$ cat config.mk
export PLATFORM = sky130hd
export DESIGN_NAME = ccff_chain_loader
export DESIGN_NICKNAME = d
export VERILOG_FILES = /design/src/rtl/ccff_chain_loader.sv
export SDC_FILE = /design/constraint.sdc
export NUM_CORES = 1
export LEC_CHECK = 0
export ABC_CLOCK_PERIOD_IN_PS = 10200
export BUFFER_PORTS_ARGS = -buffer_cell sky130_fd_sc_hd__buf_2
export CAP_MARGIN = 20
export CORE_MARGIN = 3
export CORE_UTILIZATION = 45
export CTS_BUF_LIST = sky130_fd_sc_hd__clkbuf_4 sky130_fd_sc_hd__clkbuf_8
export DETAILED_ROUTE_END_ITERATION = 12
export PLACE_DENSITY = 0.71
export SLEW_MARGIN = 10
export SYNTH_ARGS = -nofsm -noshare
export SYNTH_HDL_FRONTEND = slang
export SYNTH_SLANG_ARGS = --single-unit
$ cat constraint.sdc
create_clock -name prog_clk -period 10.2 [get_ports prog_clk]
set_input_delay 2.04 -clock prog_clk [delete_from_list [all_inputs] [get_ports prog_clk]]
set_output_delay 2.04 -clock prog_clk [all_outputs]
set_load 0.01 [all_outputs]
$ cat src/rtl/ccff_chain_loader.sv
// Configuration-chain loader: serialises words MSB-first onto ccff_head and captures readback from ccff_tail.
// Optional CRC-16-CCITT of the emitted bits is built only when CCFF_LOADER_CRC_EN is defined.
module ccff_chain_loader #(
    parameter int CHAIN_LEN = 1024,
    parameter int WORD_W    = 32,
    parameter int CNT_W     = $clog2(CHAIN_LEN + 1)
) (
    input  logic              prog_clk,
    input  logic              pReset,
    input  logic              start,
    input  logic [WORD_W-1:0] word_data,
    input  logic              word_valid,
    output logic              word_ready,
    output logic              ccff_head,
    output logic              ccff_shift_en,
    input  logic              ccff_tail,
    output logic [WORD_W-1:0] rb_word,
    output logic              rb_valid,
    output logic              busy,
    output logic              done,
    output logic [15:0]       crc
);
    localparam int               IDX_W    = $clog2(WORD_W);
    localparam logic [IDX_W-1:0] LAST_IDX = IDX_W'(WORD_W - 1);
    localparam logic [CNT_W-1:0] LAST_BIT = CNT_W'(CHAIN_LEN - 1);

    typedef enum logic [1:0] {IDLE, LOAD, SHIFT, DONE} state_e;

    state_e            state_q, state_d;
    logic [WORD_W-1:0] sreg_q, sreg_d;
    logic [IDX_W-1:0]  idx_q, idx_d;
    logic [CNT_W-1:0]  total_q, total_d;
    logic [WORD_W-1:0] rb_sh_q, rb_sh_d;
    logic [WORD_W-1:0] rb_word_q, rb_word_d;
    logic              rb_valid_q, rb_valid_d;
    logic              last_bit, word_end, accept;

    assign last_bit = (total_q == LAST_BIT);
    assign word_end = (idx_q == LAST_IDX);
    assign accept   = word_valid & word_ready;

    // NOTE: state registers use <= so every flop samples pre-edge values.
    always_ff @(posedge prog_clk or posedge pReset) begin
        if (pReset) begin
            state_q <= IDLE;
        end else begin
            state_q <= state_d;
        end
    end

    // NOTE: every combinational output gets a default first so no latch is inferred.
    always_comb begin
        state_d = state_q;
        case (state_q)
            IDLE:    if (start) state_d = LOAD;
            LOAD:    if (word_valid) state_d = SHIFT;
            SHIFT: begin
                if (last_bit) begin
                    state_d = DONE;
                end else if (word_end && !word_valid) begin
                    state_d = LOAD;
                end
            end
            DONE:    state_d = IDLE;
            default: state_d = IDLE;
        endcase
    end

    // Chain-facing strobes come purely from registered state so they are glitch-free.
    always_comb begin
        busy          = 1'b0;
        word_ready    = 1'b0;
        ccff_shift_en = 1'b0;
        ccff_head     = 1'b0;
        done          = 1'b0;
        case (state_q)
            LOAD: begin
                busy       = 1'b1;
                word_ready = 1'b1;
            end
            SHIFT: begin
                busy          = 1'b1;
                ccff_shift_en = 1'b1;
                ccff_head     = sreg_q[WORD_W-1];
                word_ready    = word_end & ~last_bit;
            end
            DONE: begin
                busy = 1'b1;
                done = 1'b1;
            end
            default: ;
        endcase
    end

    always_comb begin
        sreg_d     = sreg_q;
        idx_d      = idx_q;
        total_d    = total_q;
        rb_sh_d    = rb_sh_q;
        rb_word_d  = rb_word_q;
        rb_valid_d = 1'b0;
        if (state_q == IDLE && start) begin
            total_d = '0;
            idx_d   = '0;
        end
        if (ccff_shift_en) begin
            sreg_d  = sreg_q << 1;
            idx_d   = idx_q + 1'b1;
            total_d = total_q + 1'b1;
            rb_sh_d = {rb_sh_q[WORD_W-2:0], ccff_tail};
            if (word_end) begin
                rb_word_d  = rb_sh_d;
                rb_valid_d = 1'b1;
            end else if (last_bit) begin
                // Partial final word: left-justify the idx_q+1 captured bits.
                rb_word_d  = rb_sh_d << (LAST_IDX - idx_q);
                rb_valid_d = 1'b1;
            end
        end
        if (accept) begin
            sreg_d = word_data;
            idx_d  = '0;
        end
    end

    always_ff @(posedge prog_clk or posedge pReset) begin
        if (pReset) begin
            sreg_q     <= '0;
            idx_q      <= '0;
            total_q    <= '0;
            rb_sh_q    <= '0;
            rb_word_q  <= '0;
            rb_valid_q <= 1'b0;
        end else begin
            sreg_q     <= sreg_d;
            idx_q      <= idx_d;
            total_q    <= total_d;
            rb_sh_q    <= rb_sh_d;
            rb_word_q  <= rb_word_d;
            rb_valid_q <= rb_valid_d;
        end
    end

    assign rb_word  = rb_word_q;
    assign rb_valid = rb_valid_q;

`ifdef CCFF_LOADER_CRC_EN
    logic [15:0] crc_q, crc_d;
    logic        crc_fb;

    always_comb begin
        crc_d  = crc_q;
        crc_fb = crc_q[15] ^ ccff_head;
        if (state_q == IDLE && start) begin
            crc_d = 16'hFFFF;
        end else if (ccff_shift_en) begin
            crc_d = {crc_q[14:0], 1'b0} ^ (crc_fb ? 16'h1021 : 16'h0000);
        end
    end

    always_ff @(posedge prog_clk or posedge pReset) begin
        if (pReset) begin
            crc_q <= 16'hFFFF;
        end else begin
            crc_q <= crc_d;
        end
    end

    assign crc = crc_q;
`else
    assign crc = 16'h0000;
`endif

endmodule

==> qor.txt, run 1 <==
Max-Cap Viols: 0
Placed Instances: 850
Final net count: 732
Clock slew at reported path FFs: 60 ps
PortBufs: 74
Reg2Reg Setup Slack: 6720 ps
DIE HEIGHT: 128.5 µm
Area leader, netlist: dfrtp_1
Worst EP arrival: 3350 ps
Layout Area Growth over Synthesis: 12.57%
Sequential share of the synthesized area: 0.4221
Vias in the first global route: 5,083
Row count: 44
Max Slew Vio Count: 0
DR WL/cell: 17.79 µm
Pwr per Cell Area: 228.5 mW/mm²
GR peak layer: met2
Hold Startpoint: rb_word[9]
Distinct cells, synth: 53
Core Box Area: 0.01459 mm²
Drt initial violations: 450
Largest family of logic cells by synthesized area: multiplexers
Largest net degree at the start of global routing: 83
Crit end category: output port
Met3 Usage GRT: 0.05895
Post-Synth XOR/XNOR Area: 0.006480
Antenna violations before repair: 0
Min cycle time layout: 5388 ps
Max Freq: 185.6 MHz
Final setup fails: 0
RR Startpoint: idx_q[3]
Worst r2r dst: rb_word[19]
Boundary Pins: 91
Hold EP: rb_word[9]
Layout cells sized above 1: 0.2779
Die X: 128.5 µm
Die footprint: 0.01652 mm²
DRC violations left: 0
Status: finished clean
Syn avg cell area: 10.69 µm²
Clk Latency, worst-skew pair: 450 ps
Rel. slew slack: 0.3237
Simple-gate area share of the yosys netlist: 0.09998
CTS tree: yes
First-pass GRT wire length: 25.87 mm
Grt ovf: 0
Routed WL: 15.69 mm
Max FO, Critical Path: 30
Unrepaired setup endpoints after global routing: false
Final setup margin: 4812 ps
Post-synthesis compound-gate area fraction: 0.1381
Post-synth EDFFs: 0
Setup TNS: 0 ps
Synth warn: 0
TritonCTS Buffers: 17
Synth Area in Adders: 0.01481
Top post-synthesis cells by area: dfrtp_1 42%, mux4_2 9.3%, mux2i_1 8.9%
Ys flop type: dfrtp_1
Synthesized area: 0.006758 mm²
Share of the synthesized area in the top cell type: 0.4221
Layout Cells excl Fill: 882
CP startpoint kind: flop
CP required: 8160 ps
CTS Hold Bufs: 0
Async S/R FF share, synth: 1.000
Design Power: 1.738 mW
Post-synthesis instance total: 632
Post-CTS setup buffer count: 0
Vias per inst: 5.788
Max Root-Sink Buffers: 2
Worst Reg-to-Reg Cells: 6
CTS resizes: 0
Final ANT Viol Nets: 0
VDD IR max: 142.8 µV
Synthesized flop and latch total: 114
Hold Vio Cnt, Final: 0
# H-tree levels: 4
Hold Path Class: reg2reg
HPWL reported at the end of detailed placement: 10.95 mm
Post-Place Worst Slack: 4880 ps
Final period util: 0.5282
GR Util All Layers: 0.1967
Worst-Margin Slew: 1014 ps
DP Area: 0.007149 mm²
Clk root buf: clkbuf_8
Multiplexer share of the synthesized area: 0.2605
Final non-filler cell area: 0.007607 mm²
Routed via count: 5,105
Hold Crit Depth: 2
Initial core utilization: 0.4632
Routability Congestion: 0.8758
Ant diodes: 0
Worst Skew: 14.74 ps
CTS sink count: 114
GRT met1 Usage: 0.2643
Critical path type: reg2out
Pleak: 3.287 nW
First-pass DRT Iterations: 5
GR Layer Usage met2: 0.3049
-- per-stage QoR --
stage,hold slack (ps),utilization
floorplan,457.4,-
global placement,457.2,0.4901
detailed placement,464.8,0.4901
CTS,478.0,0.5182
global route,515.8,0.5214
finish,469.9,0.5214
-- worst max path at each step --
stage | start | endpoint | slack [ps] | cells past startpoint
finish | idx_q[3] | word_ready | 4810 | 6
global route | idx_q[3] | word_ready | 4620 | 6
CTS | idx_q[0] | word_ready | 4350 | 7
detailed placement | idx_q[0] | word_ready | 4880 | 7
global placement | idx_q[0] | word_ready | 4910 | 7
floorplan | pReset | idx_q[0] | 5140 | 1
-- report_power, final --
part | switching, mW | leakage [nW] | internal [mW] | total, mW
Clock | 0.172 | 0.216 | 0.268 | 0.440
Combinational | 0.331 | 1.68 | 0.315 | 0.646
Sequential | 0.103 | 1.39 | 0.550 | 0.652
-- kinds of logic after synthesis --
kind of cell / count (synthesis)
flops: 114
xor+xnor: 5
other cells: 1
mux: 135
compound gates: 141
simple gates: 153
fa+ha+maj: 8
buf+inv: 75
-- layout make-up --
type	instances	area, µm²
clock buffers	24	305.3
clock inverters	6	105.1
fillers	1295	6982
inverters	14	55.05
multi-input cells	458	3595
flip-flops and latches	114	2854
well taps	184	230.2
repair buffers	82	462.9
-- state kept, by name, summed over array words and instances, names as in the netlist --
name      cells
state_q       2
rb_valid      1
idx_q         5
rb_sh_q      31
rb_word      32
total_q      11
sreg_q       32
-- routing by layer --
metal | wire (µm) | share of wire
met4 | 326 | 0.021
met1 | 6929 | 0.44
met5 | 0 | 0
met2 | 7376 | 0.47
met3 | 1058 | 0.067
-- critical path, cell delays in order, from the launching register on --
cell and delay [ps]:
dfrtp_1 900, and3_1 270, ha_1 820, and2_1 340, o41a_1 250, o21a_1 170
buf_2 150
-- Yosys cell counts (4+ instances only) --
| cell | count |
|---|---|
| a21o_1 | 4 |
| a21oi_1 | 42 |
| a221oi_1 | 6 |
| a22o_1 | 7 |
| a22oi_1 | 6 |
| and2_1 | 10 |
| and3_1 | 5 |
| buf_2 | 12 |
| buf_4 | 18 |
| clkbuf_1 | 26 |
| dfrtp_1 | 114 |
| ha_1 | 8 |
| inv_1 | 14 |
| mux2_2 | 47 |
| mux2i_1 | 60 |
| mux4_2 | 28 |
| nand2_1 | 30 |
| nand3_1 | 12 |
| nand4_1 | 4 |
| nor2_1 | 76 |
| nor2b_1 | 4 |
| o21a_1 | 5 |
| o21ai_0 | 32 |
| o21ai_1 | 5 |
| o22ai_1 | 4 |
| o32a_1 | 7 |
-- layout by cell type, fill, tap and decap left out, types with 10 or more instances in the layout --
master	count
dfrtp_1	113
nor2_1	76
buf_2	74
mux2i_1	60
mux2_2	47
a21oi_1	42
o21ai_0	32
nand2_1	30
mux4_2	28
clkbuf_8	20
conb_1	16
inv_1	13
nand3_1	12
and2_1	10
Power figures use the tool's default switching activity.
==> run 2, diff against run 1 <==
--- a/config.mk
+++ b/config.mk
@@ -5,7 +5,8 @@
 export SDC_FILE = /design/constraint.sdc
 export NUM_CORES = 1
 export LEC_CHECK = 0
-export ABC_CLOCK_PERIOD_IN_PS = 10200
+export ABC_AREA = 1
+export ABC_CLOCK_PERIOD_IN_PS = 5200
 export BUFFER_PORTS_ARGS = -buffer_cell sky130_fd_sc_hd__buf_2
 export CAP_MARGIN = 20
 export CORE_MARGIN = 3
==> constraint.sdc (replaced) <==
create_clock -name prog_clk -period 5.2 [get_ports prog_clk]
set_input_delay 1.04 -clock prog_clk [delete_from_list [all_inputs] [get_ports prog_clk]]
set_output_delay 1.04 -clock prog_clk [all_outputs]
set_load 0.01 [all_outputs]
==> run 2 against run 1 <==
Compared with the run above: count of clock-buffer cells in the layout is 3 lower; sequential share of layout area about the same; area after synthesis is 1.6% higher; clock power rose by 110%; core utilization down 0.55 points; die area increased by 1.6%; register-to-register slack lost 4500 ps; total power increased by 95%; first-iteration DRC count grew 39%; flip-flop and latch count unchanged; highest routed layer unchanged.
==> qor.txt, run 2 <==
DRC violations left: 0 (unchanged)
Rel. slew slack: 0.3500 (+0.02637)
Clk Latency, worst-skew pair: 450 ps (about the same)
Setup TNS: 0 ps (unchanged)
Async S/R FF share, synth: 1.000 (unchanged)
Count leader, synth: nand2_1
Hold Path Class: reg2reg
Routed WL: 19.63 mm (+25%)
Synthesized flop and latch total: 114 (unchanged)
Design Power: 3.389 mW (+95%)
Post-Place Worst Slack: 2307 ps (-2573 ps)
Largest net degree at the start of global routing: 80 (-3.6%)
CP startpoint kind: flop
Multi-input logic area: 0.003391 mm² (-5.7%)
Post-synth top cells: 297 x nand2_1, 252 x nand3_1, 114 x dfrtp_1
Routability Congestion: 0.9950 (+14%)
HPWL reported at the end of detailed placement: 13.76 mm (+26%)
Worst Skew: 12.49 ps (-2.242 ps)
PortBufs: 74 (unchanged)
Sequential share of the synthesized area: 0.4153 (-0.006844)
Max-Cap Viols: 0 (unchanged)
Die footprint: 0.01678 mm² (+1.6%)
Post-synthesis instance total: 973 (+54%)
Max Slew Vio Count: 0 (unchanged)
Crit end category: output port
Final period util: 0.6276
Final ANT Viol Nets: 0 (unchanged)
Min cycle time layout: 3263 ps
Final non-filler cell area: 0.007612 mm² (about the same)
Synth warn: 0 (unchanged)
Most frequent cells in the layout: 297 x nand2_1, 252 x nand3_1, 114 x dfrtp_1
DR WL/cell: 16.20 µm (-8.9%)
# fillers: 1,471 (+14%)
Critical path type: reg2out
Pleak: 3.859 nW (+17%)
Storage cell area: 0.002853 mm² (about the same)
Pwr per Cell Area: 445.2 mW/mm² (+95%)
First-pass GRT wire length: 31.80 mm (+23%)
VDD IR max: 278.5 µV (+95%)
Layout Area Growth over Synthesis: 10.82%
Ant diodes: 0 (unchanged)
CTS sink count: 114 (unchanged)
Max Root-Sink Buffers: 2 (unchanged)
Grt ovf: 0 (unchanged)
Hold Vio Cnt, Final: 0 (unchanged)
Ys flop type: dfrtp_1
Boundary Pins: 91 (unchanged)
Initial core utilization: 0.4656 (+0.002362)
Worst-Margin Slew: 974.9 ps (-39.56 ps)
Clock slew at reported path FFs: 60 ps (about the same)
Share of the synthesized area in the top cell type: 0.4153 (-0.006844)
Top post-synthesis cells by area: dfrtp_1 42%, nand3_1 18%, nand2_1 16%
Final setup fails: 0 (unchanged)
Vias per inst: 5.522 (-4.6%)
DIE HEIGHT: 129.6 µm (+0.78%)
CTS Hold Bufs: 0 (unchanged)
Routed via count: 6,693 (+31%)
GR Util All Layers: 0.2398 (+0.04311)
Layout cells sized above 1: 0.1352 (-0.1427)
Final setup margin: 1937 ps (-2876 ps)
Most common cell after layout, fill and taps aside: nand2_1
Post-synth EDFFs: 0 (unchanged)
Antenna violations before repair: 0 (unchanged)
Synthesized area: 0.006869 mm² (+1.6%)
Post-CTS setup buffer count: 0 (unchanged)
Distinct cells, synth: 35 (-34%)
# H-tree levels: 4 (unchanged)
Die X: 129.6 µm (+0.78%)
Final net count: 1,061 (+45%)
CTS resizes: 0 (unchanged)
Max FO, Critical Path: 34 (+13%)
First-pass DRT Iterations: 6 (+1)
TritonCTS Buffers: 17 (unchanged)
Unrepaired setup endpoints after global routing: false
CP required: 4160 ps (-4000 ps)
Drt initial violations: 626 (+39%)
Row count: 44 (unchanged)
Syn avg cell area: 7.060 µm² (-34%)
DP Area: 0.007173 mm² (+0.33%)
Area leader, netlist: dfrtp_1
Clk root buf: clkbuf_8
CTS tree: yes
Core Box Area: 0.01475 mm² (+1.1%)
Status: finished clean
Vias in the first global route: 6,215 (+22%)
Worst EP arrival: 2220 ps (-1130 ps)
Max Freq: 306.4 MHz
-- run 2: path summary, 6_finish.rpt --
check | startpoint | endpoint | slack, ps | depth (start not counted)
max in group asynchronous | pReset | state_q[1] | 3380 | 3
hold reg to reg | total_q[9] | total_q[9] | 470 | 1
hold / removal | total_q[9] | total_q[9] | 470 | 1
setup reg to reg | idx_q[0] | rb_word[31] | 2260 | 13
min in group asynchronous | pReset | rb_word[1] | 790 | 2
setup / recovery | idx_q[0] | word_ready | 1940 | 12
-- run 2: worst max-delay path: stages, from the launching register on --
cell and delay, ps:
dfrtp_1 320, buf_4 330, ha_1 240, nand2_1 70, nor2_1 110, ha_1 180
nand2_1 60, inv_1 90, nand2_1 60, nand2_2 90, nand2_1 60, inv_1 50
buf_2 110
-- run 2: kinds of logic (layout without fill, tap and decap cells) --
group / count (synthesis) / count (layout) / share of synthesized area
muxes: 2 / 2 / 0.003096
and+or+nand+nor: 611 / 611 / 0.3914
AOI/OAI and AO/OA: 96 / 96 / 0.07450
DFF: 114 / 114 / 0.4153
other: 1 / 16 / 0.0005459
adders and majority gates: 8 / 8 / 0.01457
buffers and inverters: 141 / 181 / 0.1005
-- run 2: report_power, final --
part,switching (mW),internal [mW],total [mW]
Sequential,0.161,1.07,1.23
Combinational,0.843,0.384,1.23
Clock,0.375,0.560,0.935
-- run 2: area by class of cell --
cell class | instances | share of cell area
clock buffer | 21 | 0.03715
inverter | 65 | 0.03238
timing repair buffer | 85 | 0.05950
clock inverter | 10 | 0.02055
tap | 184 | 0.03024
multi-input combinational | 733 | 0.4454
sequential | 114 | 0.3748
-- run 2: stage by stage --
step             util  instances  hold WS (ps)
6_report       0.5159       1212         472.1
5_1_grt        0.5159       1212         504.8
4_1_cts        0.5159       1212         479.1
3_5_place_dp   0.4862       1181         465.5
3_3_place_gp   0.4862       1181         462.9
2_1_floorplan       -        988         445.8
-- run 2: routing by layer --
metal,GRT usage,routed length [µm]
met3,0.05441,1216
met5,0,0
met1,0.3162,8624
met4,0.1131,776
met2,0.3759,9013
==> run 3, diff against run 2 <==
--- a/config.mk
+++ b/config.mk
@@ -6,14 +6,14 @@
 export NUM_CORES = 1
 export LEC_CHECK = 0
 export ABC_AREA = 1
-export ABC_CLOCK_PERIOD_IN_PS = 5200
+export ABC_CLOCK_PERIOD_IN_PS = 2930
 export BUFFER_PORTS_ARGS = -buffer_cell sky130_fd_sc_hd__buf_2
 export CAP_MARGIN = 20
 export CORE_MARGIN = 3
 export CORE_UTILIZATION = 45
 export CTS_BUF_LIST = sky130_fd_sc_hd__clkbuf_4 sky130_fd_sc_hd__clkbuf_8
 export DETAILED_ROUTE_END_ITERATION = 12
-export PLACE_DENSITY = 0.71
+export PLACE_DENSITY = 0.73
 export SLEW_MARGIN = 10
 export SYNTH_ARGS = -nofsm -noshare
 export SYNTH_HDL_FRONTEND = slang
==> constraint.sdc (replaced) <==
create_clock -name prog_clk -period 2.93 [get_ports prog_clk]
set_input_delay 0.586 -clock prog_clk [delete_from_list [all_inputs] [get_ports prog_clk]]
set_output_delay 0.586 -clock prog_clk [all_outputs]
set_load 0.01 [all_outputs]
==> run 3 against run 2 <==
Compared with the run above: clock power up 56%; first-iteration DRC count up 37%; cell area up 0.21%; count of clock-buffer cells in the layout down 2; critical path depth down 6; highest routed layer unchanged.
==> qor.txt, run 3 (synthesis gave the netlist of run 2 again) <==
Status: finished clean
CP required: 2340 ps (-1820 ps)
Layout cells sized above 1: 0.1419 (+0.006678)
DR WL/cell: 15.87 µm (-2.0%)
Reg2Reg Setup Slack: 530 ps (-1730 ps)
Worst-Margin Slew: 667.5 ps (-307.4 ps)
Clk root buf: clkbuf_8
CTS tree: yes
First-pass DRT Iterations: 6 (unchanged)
Delay-heaviest family, CP: buffers and inverters
Setup TNS: 0 ps (unchanged)
Max FO, Critical Path: 71 (+110%)
Min cycle time layout: 2547 ps
Design Power: 5.853 mW (+73%)
Antenna violations before repair: 0 (unchanged)
Max Slew Vio Count: 0 (unchanged)
# H-tree levels: 4 (unchanged)
Layout Cells excl Fill: 1,220 (+0.66%)
Final net count: 1,068 (+0.66%)
Worst Skew: 11.89 ps (-0.6057 ps)
Hold Vio Cnt, Final: 0 (unchanged)
CP max-delay cell: dfrtp_1
Crit path top cell by count: inv_1
HPWL reported at the end of detailed placement: 13.54 mm (-1.6%)
Final ANT Viol Nets: 0 (unchanged)
Largest net degree at the start of global routing: 72 (-10%)
Clock slew at reported path FFs: 80 ps (+20 ps)
GRT met1 Usage: 0.3247 (+0.008545)
Routed via count: 6,837 (+2.2%)
Post-CTS setup buffer count: 0 (unchanged)
Most common cell after layout, fill and taps aside: nand2_1
Worst EP arrival: 1960 ps (-260 ps)
Final period util: 0.8691
CP startpoint kind: flop
Critical path type: reg2out
Boundary Pins: 91 (unchanged)
CTS resizes: 0 (unchanged)
Max-Cap Viols: 0 (unchanged)
Die footprint: 0.01678 mm² (unchanged)
Die X: 129.6 µm (unchanged)
Most frequent cells in the layout: 297 x nand2_1, 252 x nand3_1, 114 x dfrtp_1
Hold Path Class: in2async
DRC violations left: 0 (unchanged)
Grt ovf: 0 (unchanged)
Ant diodes: 0 (unchanged)
Vias per inst: 5.604 (+1.5%)
Routability Congestion: 0.9395 (-5.6%)
GR peak layer: met2
CTS sink count: 114 (unchanged)
Routed WL: 19.36 mm (-1.4%)
TritonCTS Buffers: 17 (unchanged)
Met3 Usage GRT: 0.06059 (+0.006183)
Clk Latency, worst-skew pair: 450 ps (about the same)
Placed Instances: 1,188 (+0.59%)
Rel. slew slack: 0.5545 (+0.2044)
First-pass GRT wire length: 32.20 mm (+1.3%)
Hold slack final: 80.05 ps (-392.1 ps)
Pleak: 3.848 nW (-0.28%)
DIE HEIGHT: 129.6 µm (unchanged)
Pwr per Cell Area: 767.2 mW/mm² (+72%)
GR Layer Usage met2: 0.3780 (+0.002134)
Initial core utilization: 0.4656 (unchanged)
Core Box Area: 0.01475 mm² (unchanged)
VDD IR max: 685.4 µV (+150%)
Drt initial violations: 856 (+37%)
CTS Hold Bufs: 0 (unchanged)
Vias in the first global route: 6,536 (+5.2%)
GR Util All Layers: 0.2413 (+0.001480)
Row count: 44 (unchanged)
Max Root-Sink Buffers: 2 (unchanged)
Crit end category: output port
PortBufs: 74 (unchanged)
Max Freq: 392.7 MHz
Layout Area Growth over Synthesis: 11.06%
Worst-path cell chain: inv_1 > ha_2 > buf_12 > nand2_1 > inv_1 > buf_2
Worst path bufs/invs: 4 (unchanged)
Final setup fails: 0 (unchanged)
Unrepaired setup endpoints after global routing: false
CP peak stage delay: 410 ps (+80 ps)
[run 3: cell count changes in the layout (fill, tap and decap cells not counted)]
cell,delta
bufinv_16,-3
inv_4,-1
clkinv_2,-3
clkbuf_4,-1
clkbuf_8,-1
clkinv_4,+1
clkinvlp_4,+5
inv_6,+3
buf_12,+1
inv_8,+1
buf_4,+6
[run 3: final cells by class]
class	instances	area (µm²)
well taps	184	230.2
repair buffers	92	518.0
inverters	65	247.7
multi-input cells	733	3391
fillers	1458	7126
clock buffers	19	261.5
flip-flops and latches	114	2853
clock inverters	13	127.6
[run 3: stage by stage]
step	cell area [µm²]	util	setup WS [ps]
after floorplan	6929	-	751.6
after global placement	7239	0.4907	628.5
after detailed placement	7239	0.4907	529.3
after CTS	7629	0.5170	408.1
after global routing	7629	0.5170	238.2
final	7629	0.5170	383.4
[run 3: per-layer routing]
metal  part of all wire  vias to the layer above
li1                   -                     3290
met4              0.026                        0
met1               0.43                     3217
met5                  0                        -
met2               0.47                      289
met3              0.070                       41
[run 3: final timing paths]
kind	startpoint	to	cells after the start
max in group asynchronous	pReset	rb_word[0]	3
worst min-delay path	pReset	state_q[0]	2
worst min register to register	sreg_q[0]	sreg_q[0]	2
min in group prog_clk	word_data[0]	sreg_q[0]	3
worst max register to register	idx_q[0]	rb_word[24]	12
worst max-delay path	state_q[0]	ccff_head	6
[run 3: power by group]
part	total, mW	internal [mW]	switching, mW	leakage (nW)
registers	2.14	1.89	0.252	1.41
logic	2.25	0.707	1.54	2.26
clock network	1.46	0.727	0.733	0.183
total	5.85	3.33	2.53	3.85
